**src/rtl/dmem_pkg.sv**
```systemverilog
// dmem_pkg: shared types and constants for the banked data-RAM arbiter.
//   arb_state_t  BOOT (loader owns the RAM) / RUN (core priority)
//   owner_t      which requester a RAM slot belongs to
//   mem_tag_t    per-slot bookkeeping carried alongside the RAM latency
package dmem_pkg;

  typedef enum logic {
    BOOT = 1'b0,
    RUN  = 1'b1
  } arb_state_t;

  typedef enum logic {
    OWN_CORE = 1'b0,
    OWN_DMA  = 1'b1
  } owner_t;

  typedef struct packed {
    logic   valid;
    logic   is_read;
    owner_t owner;
    logic   zero;     // out-of-range slot: return zeros instead of RAM data
  } mem_tag_t;

  // addr[17:15] selects the bank, so bit 17 is the top legal address bit
  localparam int DMEM_BANK_LSB = 15;
  localparam int DMEM_BANK_W   = 3;

  function automatic logic addr_out_of_range(input logic [31:0] addr, input int hi_bit);
    return (addr >> (hi_bit + 1)) != 32'd0;
  endfunction

endpackage

```
**src/rtl/dmem_tag_pipe.sv**
```systemverilog
// dmem_tag_pipe: fixed-depth shift register of mem_tag_t that tracks each
// issued slot until its RAM read data is due. Synchronous clear drops every
// in-flight tag, so reads pending at reset never produce a response.
//   clk, rstn  clock / synchronous active-low clear
//   tag_in     tag of the slot accepted this cycle (valid=0 for idle)
//   tag_out    tag whose RAM data is on mem_rdata this cycle
module dmem_tag_pipe
  import dmem_pkg::*;
#(
  parameter int DEPTH = 4
) (
  input  logic     clk,
  input  logic     rstn,
  input  mem_tag_t tag_in,
  output mem_tag_t tag_out
);

  mem_tag_t stage [DEPTH];

  always_ff @(posedge clk) begin
    if (!rstn) begin
      for (int i = 0; i < DEPTH; i++) stage[i] <= '0;
    end else begin
      stage[0] <= tag_in;
      for (int i = 1; i < DEPTH; i++) stage[i] <= stage[i-1];
    end
  end

  assign tag_out = stage[DEPTH-1];

endmodule

```
**src/rtl/dmem_arbiter.sv**
```systemverilog
// dmem_arbiter: shares the banked 64-bit data-RAM port between the core
// memory stage and the loader/IO DMA engine.
//
//   state | meaning
//   BOOT  | loader phase: DMA always ready, core stalled, core never issued
//   RUN   | core has priority; a DMA request losing STARVE_LIMIT cycles in a
//         | row is forced through on the next cycle
//
// Ports
//   clk, rstn                              clock, synchronous active-low reset
//   boot_done                              pulse: leave BOOT (ignored in RUN)
//   core_req/addr/wdata/wea, core_stall    core request (wea=0 read), hold on stall
//   core_rvalid/rdata                      core read response
//   dma_valid/addr/wdata/wea, dma_ready    DMA request, valid/ready handshake
//   dma_rvalid/rdata                       DMA read response
//   mem_en/addr/wdata/wea, mem_rdata       registered RAM port, fixed read latency
//   err_oob                                sticky out-of-range flag
module dmem_arbiter
  import dmem_pkg::*;
#(
  parameter int READ_LATENCY = 3,
  parameter int STARVE_LIMIT = 8,
  parameter int ADDR_HI_BIT  = DMEM_BANK_LSB + DMEM_BANK_W - 1
) (
  input  logic        clk,
  input  logic        rstn,
  input  logic        boot_done,
  input  logic        core_req,
  input  logic [31:0] core_addr,
  input  logic [63:0] core_wdata,
  input  logic [7:0]  core_wea,
  output logic        core_stall,
  output logic        core_rvalid,
  output logic [63:0] core_rdata,
  input  logic        dma_valid,
  input  logic [31:0] dma_addr,
  input  logic [63:0] dma_wdata,
  input  logic [7:0]  dma_wea,
  output logic        dma_ready,
  output logic        dma_rvalid,
  output logic [63:0] dma_rdata,
  output logic        mem_en,
  output logic [31:0] mem_addr,
  output logic [63:0] mem_wdata,
  output logic [7:0]  mem_wea,
  input  logic [63:0] mem_rdata,
  output logic        err_oob
);

  localparam int               CNT_W       = $clog2(STARVE_LIMIT + 1);
  localparam logic [CNT_W-1:0] STARVE_LOAD = CNT_W'(STARVE_LIMIT);

  arb_state_t       state, state_nxt;
  logic [CNT_W-1:0] starve_left;   // lost cycles remaining before DMA is forced
  logic             core_grant, dma_grant, dma_force;
  logic             sel_valid, sel_oob, issue_go;
  owner_t           sel_owner;
  logic [31:0]      sel_addr;
  logic [63:0]      sel_wdata;
  logic [7:0]       sel_wea;
  mem_tag_t         issue_tag, resp_tag;
  logic             resp_read;
  logic [63:0]      resp_data;

  always_ff @(posedge clk) begin
    if (!rstn) state <= BOOT;
    else       state <= state_nxt;
  end

  // Handshakes are held quiet while in reset so nothing is accepted.
  always_comb begin
    state_nxt  = state;
    core_grant = 1'b0;
    dma_grant  = 1'b0;
    dma_force  = 1'b0;
    core_stall = 1'b1;
    dma_ready  = 1'b0;
    if (rstn) begin
      case (state)
        BOOT: begin
          dma_ready = 1'b1;
          dma_grant = dma_valid;
          if (boot_done) state_nxt = RUN;
        end
        RUN: begin
          dma_force  = dma_valid && (starve_left == '0);
          core_grant = core_req && !dma_force;
          core_stall = core_req && !core_grant;
          dma_ready  = !core_req || dma_force;
          dma_grant  = dma_valid && dma_ready;
        end
        default: state_nxt = BOOT;
      endcase
    end
  end

  // Down-counter: reloads whenever the DMA is not left waiting behind the core.
  always_ff @(posedge clk) begin
    if (!rstn) begin
      starve_left <= STARVE_LOAD;
    end else if (state == RUN && dma_valid && core_grant) begin
      if (starve_left != '0) starve_left <= starve_left - CNT_W'(1);
    end else begin
      starve_left <= STARVE_LOAD;
    end
  end

  always_comb begin
    sel_owner = OWN_CORE;
    sel_addr  = core_addr;
    sel_wdata = core_wdata;
    sel_wea   = core_wea;
    if (!core_grant) begin
      sel_owner = OWN_DMA;
      sel_addr  = dma_addr;
      sel_wdata = dma_wdata;
      sel_wea   = dma_wea;
    end
  end

  assign sel_valid = core_grant || dma_grant;
  assign sel_oob   = addr_out_of_range(sel_addr, ADDR_HI_BIT);
  assign issue_go  = sel_valid && !sel_oob;

  always_ff @(posedge clk) begin
    if (!rstn) begin
      mem_en    <= 1'b0;
      mem_addr  <= '0;
      mem_wdata <= '0;
      mem_wea   <= '0;
      err_oob   <= 1'b0;
    end else begin
      mem_en    <= issue_go;
      mem_addr  <= issue_go ? sel_addr  : '0;
      mem_wdata <= issue_go ? sel_wdata : '0;
      mem_wea   <= issue_go ? sel_wea   : '0;
      if (sel_valid && sel_oob) err_oob <= 1'b1;
    end
  end

  // Out-of-range requests still occupy a slot so their (zero) read data
  // returns with normal latency and in issue order.
  always_comb begin
    issue_tag         = '0;
    issue_tag.valid   = sel_valid;
    issue_tag.is_read = (sel_wea == 8'h00);
    issue_tag.owner   = sel_owner;
    issue_tag.zero    = sel_oob;
  end

  dmem_tag_pipe #(
    .DEPTH (READ_LATENCY + 1)
  ) u_tag_pipe (
    .clk     (clk),
    .rstn    (rstn),
    .tag_in  (issue_tag),
    .tag_out (resp_tag)
  );

  assign resp_read   = resp_tag.valid && resp_tag.is_read;
  assign resp_data   = resp_tag.zero ? 64'h0 : mem_rdata;
  assign core_rvalid = resp_read && (resp_tag.owner == OWN_CORE);
  assign dma_rvalid  = resp_read && (resp_tag.owner == OWN_DMA);
  assign core_rdata  = core_rvalid ? resp_data : 64'h0;
  assign dma_rdata   = dma_rvalid  ? resp_data : 64'h0;

endmodule

```
**config.mk**
```make
export PLATFORM = sky130hd
export DESIGN_NAME = dmem_arbiter
export DESIGN_NICKNAME = d
export VERILOG_FILES = /design/src/rtl/dmem_pkg.sv /design/src/rtl/dmem_tag_pipe.sv /design/src/rtl/dmem_arbiter.sv
export SDC_FILE = /design/constraint.sdc
export NUM_CORES = 1
export LEC_CHECK = 0
export BUFFER_PORTS_ARGS = -buffer_cell sky130_fd_sc_hd__buf_2
export CORE_AREA = 2 2 198 200
export DETAILED_ROUTE_END_ITERATION = 10
export DIE_AREA = 0 0 200 202
export PLACE_DENSITY = 0.49
export SLEW_MARGIN = 20
export SYNTH_ARGS = -nofsm -noshare
export SYNTH_HDL_FRONTEND = slang
export SYNTH_SLANG_ARGS = --single-unit
```
**constraint.sdc**
```tcl
create_clock -name clk -period 3.2 [get_ports clk]
set_input_delay 0.16 -clock clk [delete_from_list [all_inputs] [get_ports clk]]
set_output_delay 0.16 -clock clk [all_outputs]
set_load 0.01 [all_outputs]
```
# Yosys cells after proc, flatten, opt, wreduce, memory -nomap -nowiden
# Memory sizes are Yosys's and may differ from the RTL's.
# Cells that the tools add are included.
# classes
addsub	1
n_mux	23
bitwise_logic	6
reduce_logical	23
# ops
cell	n
2-to-1 mux 64 bit	4
2-to-1 mux 32 bit	1
nonzero test 32 bit	1
2-to-1 mux 4 bit	4
logical AND 1 bit	11
2-to-1 mux 1 bit	11
logical NOT 8 bit	1
2-to-1 mux 8 bit	1
logical NOT 1 bit	4
logical NOT 4 bit	1
bitwise OR 1 bit	4
case mux 1 bit (2 select lines)	2
AND reduction 2 bit	2
nonzero test 4 bit	1
subtractor 4 x 1 -> 4 bit (second input constant)	1
logical OR 1 bit	2
inverter 1 bit	2
# totals
register_bits	111
mem_bits_rw	16
in_bits	277
out_inout_bits	238
word_cells	61
memories	1
# mem_list
memory	words	width	read_ports	rd_ports_with_merged_regs	write_ports	line_no	source
u_tag_pipe.stage	4	4	4	0	4	dmem_tag_pipe.sv:18	mem_tag_t stage [DEPTH];

# Logic depth before layout (Yosys ltp)
# logic_depth
depth_word	11
mapped_depth	8
ltp_nobuf	6

# Hierarchy
# From an unflattened synthesis, not the netlist that was laid out.
# unflattened
hier_cells	727
area_unflattened_um2	5546.6
# by_module_without_submodules
mod	n_inst	cells_each	area_each_um2	seq_area_each_um2
dmem_arbiter	1	694	5099.9	2222.1
dmem_tag_pipe	1	33	446.7	320.3

# Worst setup path before layout
# OpenSTA, ideal clock, no wires.
# synth_timing
kind	reg-to-reg
startpoint	register starve_left[0]
endpoint	register err_oob
setup_ns	0.117
arrival_time_ns	1.470
required_time_ns	3.083
path_slack_ns	1.612
path_stages_with_launch	8
n_path_buf	1
synth_period_minus_slack_ns	1.588
path_cell_list	dfxtp_1 > inv_1 > ha_1 > and4bb_4 > nor3b_2 > buf_4 > nand2_1 > a32o_1
# synth_via
elab_chain_len	9
word_cells_on_any_way	14
classes_between	mux (5); reduce/logical (9)
# synth_lines
item	line_no	source
start, declared	dmem_arbiter.sv:54	logic [CNT_W-1:0] starve_left;
start signal, assigned	dmem_arbiter.sv:102	if (starve_left != '0) starve_left <= starve_left - CNT_W'(1);
logical NOT 4 bit *	dmem_arbiter.sv:86	dma_force = dma_valid && (starve_left == '0);
logical AND 1 bit *	dmem_arbiter.sv:86	
logical NOT 1 bit	dmem_arbiter.sv:87	core_grant = core_req && !dma_force;
logical AND 1 bit	dmem_arbiter.sv:87	
2-to-1 mux 1 bit	dmem_arbiter.sv:79	case (state)
2-to-1 mux 1 bit	dmem_arbiter.sv:78	if (rstn) begin
2-to-1 mux 32 bit	dmem_arbiter.sv:113	if (!core_grant) begin
nonzero test 32 bit	dmem_pkg.sv:29	return (addr >> (hi_bit + 1)) != 32'd0;
logical AND 1 bit *	dmem_arbiter.sv:137	if (sel_valid && sel_oob) err_oob <= 1'b1;
end signal, assigned	dmem_arbiter.sv:131	err_oob <= 1'b0;
end signal, assigned	dmem_arbiter.sv:137	
end, declared	dmem_arbiter.sv:47	output logic err_oob
# Mark *: on every way between the ends. The rest lies on a longest branch, timed or not.
# A chain may end at the register's enable or synchronous reset.

# Worst setup path in the final report
# layout_timing
startpoint	register starve_left[0]
endpoint	register mem_wdata[33]
# layout_via
elab_chain_len	11
word_cells_on_any_way	17
classes_between	mux (6); reduce/logical (11)
# layout_lines
item	line_no	source
logical NOT 4 bit *	dmem_arbiter.sv:86	
logical AND 1 bit *	dmem_arbiter.sv:86	
logical NOT 1 bit	dmem_arbiter.sv:87	
logical AND 1 bit	dmem_arbiter.sv:87	
2-to-1 mux 1 bit	dmem_arbiter.sv:79	
2-to-1 mux 1 bit	dmem_arbiter.sv:78	
2-to-1 mux 32 bit	dmem_arbiter.sv:113	
nonzero test 32 bit	dmem_pkg.sv:29	
logical NOT 1 bit	dmem_arbiter.sv:123	assign issue_go = sel_valid && !sel_oob;
logical AND 1 bit	dmem_arbiter.sv:123	
AND reduction 2 bit (no source line)	-	
end signal, assigned	dmem_arbiter.sv:135	mem_wdata <= issue_go ? sel_wdata : '0;
end, declared	dmem_arbiter.sv:44	output logic [63:0] mem_wdata,
# Marks and branches as above.

==> impl_metrics.toml <==
[sta]
slew_viol_final = 0
max_slew.worst_pin.slew_ns = 0.9878
fin_crit_ns = 2.914
fmax_mhz = 343.2
finalCritPeriodShare_pct = 91.06
hold_ws_ns = 0.02119
setup_viol = 0
hold_viol = 0
rsz0062_at_grt = "false"
slew-limit-headroom_pct = 34.15
skew_ns = 0.01045
fin_tns_setup_ns = 0

[grt]
grt_max_degree = 93
grt_pass1_vias = 7680
grt_pass1_wl_um = 43330
overflow = 0
antenna_found_initial = 9
grtUsageTotal_pct = 14.48

[clocking]
cts_buffers = 17
clk_pin_slew_ns = 0.06
cts_max_level = 4
clkLatencyLatePin_ns = 0.43
clockBufferDepth = 2
cts_setup_buffers = 0
root_buffer = "clkbuf_16"
cts_sinks = 127
cts_tree = "yes"

[detailed_routing]
routed_wl_um = 30810
drtIter0Drc = 355
drc = 0
first_pass_iters = 5
drtAntennaViolNets = 0
viasPerCell = 4.102
wl_per_cell_um = 16.06
vias = 7872

[yosys]
async_flop_share_pct = 0
ys_types = 27
ys_warn_count = 0
synth_edf_count = 0
yosysTopAreaCell = "dfxtp_1"
synth.cell_area_um2 = 5543
yosysSeqAreaShare_pct = 45.87
ys_ff_latch = 127
syn_inst = 728
synth_area_leaders = "dfxtp_1 46%, nand3_1 17%, nor2_1 9.1%"
synthFlopType = "dfxtp_1"
syn_avg_cell_area_um2 = 7.614
yosysTopAreaCellShare_pct = 45.87

[worst_setup_path]
critPathMaxFanout = 83
crit_path_end_kind = "flop"
crit_slowest_cell = "buf_4"
cp-startpoint = "starve_left[0]"
worstSetupPathType = "reg2reg"
arrival_ns = 3.28
r2r_slack_ns = 0.29
worstPathRequired_ns = 3.57
r2r-start = "starve_left[0]"
critPathTopFamily = "buffers and inverters"
start_kind = "flop"
slowest_delay_ns = 0.70
crit_buf_inv = 3
crit_chain = "inv_1 > ha_1 > and4bb_4 > nand3b_1 > buf_4 > nand3_1 > a21oi_1 > dlygate4sd3_1"

[finish]
area.sequential_um2 = 2542
areaGrowthSynthToFinish_pct = 97.68
final_cell_mix = "514 x buf_2, 184 x nand3_1, 165 x dlygate4sd3_1"
layout-drive-gt1-share_pct = 40.80
fillers = 4125
fin_cells = 1919
multiInputGateArea_um2 = 2701
nNetsFinal = 1663
stdcell_area_um2 = 10960
layout_commonest_cell = "buf_2"

[place]
gp_congestion = 0.7997
port_buffers = 514
dpl.hpwl_um = 22490
placed_area_um2 = 8656
dpl.cell_count = 1718

[floorplan]
dieHeight_um = 202
start_util_pct = 14.48
core_area_um2 = 38290
io_pins = 515
rows = 72
die_x_um = 200
die_area_um2 = 40400

[run]
maxCapViolations = 0

[hold_path]
min_from = "dma_wdata[51]"
hp-class = "in2reg"

[pwr]
p_per_area_nw_per_um2 = 381.8
p_leak_nw = 5.483
total_power_mw = 4.184
ir_drop_mv = 0.3385

[outcome]
status = "complete, no violations"
## layout make-up
type,count,share of cell area [%]
clock inverters,13,1.701
well taps,518,5.915
clock buffers,19,4.134
diodes,4,0.09136
repair buffers,697,40.13
inverters,5,0.1713
multi-input cells,536,24.65
flip-flops and latches,127,23.20
## synthesized netlist by cell type, drive strengths merged, types with 2 or more instances
| cell | number |
|---|---|
| ha | 2 |
| dfxtp | 127 |
| a21oi | 91 |
| nand3 | 185 |
| o21ai | 2 |
| nor2 | 135 |
| inv | 5 |
| nor4 | 10 |
| o21a | 3 |
| buf | 41 |
| nand2 | 4 |
| and4 | 2 |
| and2 | 13 |
| nand3b | 3 |
| nand2b | 64 |
| clkbuf | 32 |
## path summary, 6_finish.rpt
path | to | cells after the start
worst min-delay path | mem_wdata[51] | 3
worst max-delay path | mem_wdata[33] | 8
worst max register to register | mem_wdata[33] | 8
worst min register to register | u_tag_pipe.stage[0][9] | 1
## logic make-up after synthesis
logic type | share of synthesized area (%)
AND/OR/NAND/NOR | 37.29
flip-flops | 45.87
AO/OA/AOI/OAI | 9.391
buffers and inverters | 6.772
adder cells (fa/ha/maj) | 0.4514
XOR/XNOR | 0.1580
other | 0.06766
## metal layers
metal	vias to the layer above	track usage, %	share of wire, %
met4	2	8.571	5.3
met2	459	26.14	50
met1	3593	14.67	36
li1	3748	-	-
met3	70	4.172	8.4
met5	-	0	0.052
## repair_timing
action                    in CTS  in global routing
hold buffers                 165                  0
gates resized for setup        0                  0
hold endpoints to repair      89                  0
## sequential cells by signal, indices dropped and copies added, names as in the netlist
signal            flops
mem_wdata            64
mem_addr             32
u_tag_pipe.stage     16
mem_wea               8
starve_left           4
err_oob               1
mem_en                1
state                 1
## power breakdown
group	total [mW]	switching [mW]	internal, mW
Sequential	1.61	0.00555	1.60
Clock	2.13	0.786	1.35
Combinational	0.444	0.207	0.237
Total	4.18	0.998	3.19
## metrics by stage
stage / utilization [%] / worst slack (ns)
detailed placement: 22.61 / 0.8624
finish: 28.62 / 0.2860
floorplan: - / 1.612
global route: 28.61 / 0.1275
CTS: 28.59 / 0.3757
global placement: 22.61 / 0.9035
## worst register-to-register path, delay by kind of cell, from the launching register on
family | cells | cell delay [ns]
AO/OA/AOI/OAI | 1 | 0.19
flip-flops | 1 | 0.33
adder cells (fa/ha/maj) | 1 | 0.19
buffers and inverters | 3 | 1.36
AND/OR/NAND/NOR | 3 | 0.79
Power figures use the tool's default switching activity.
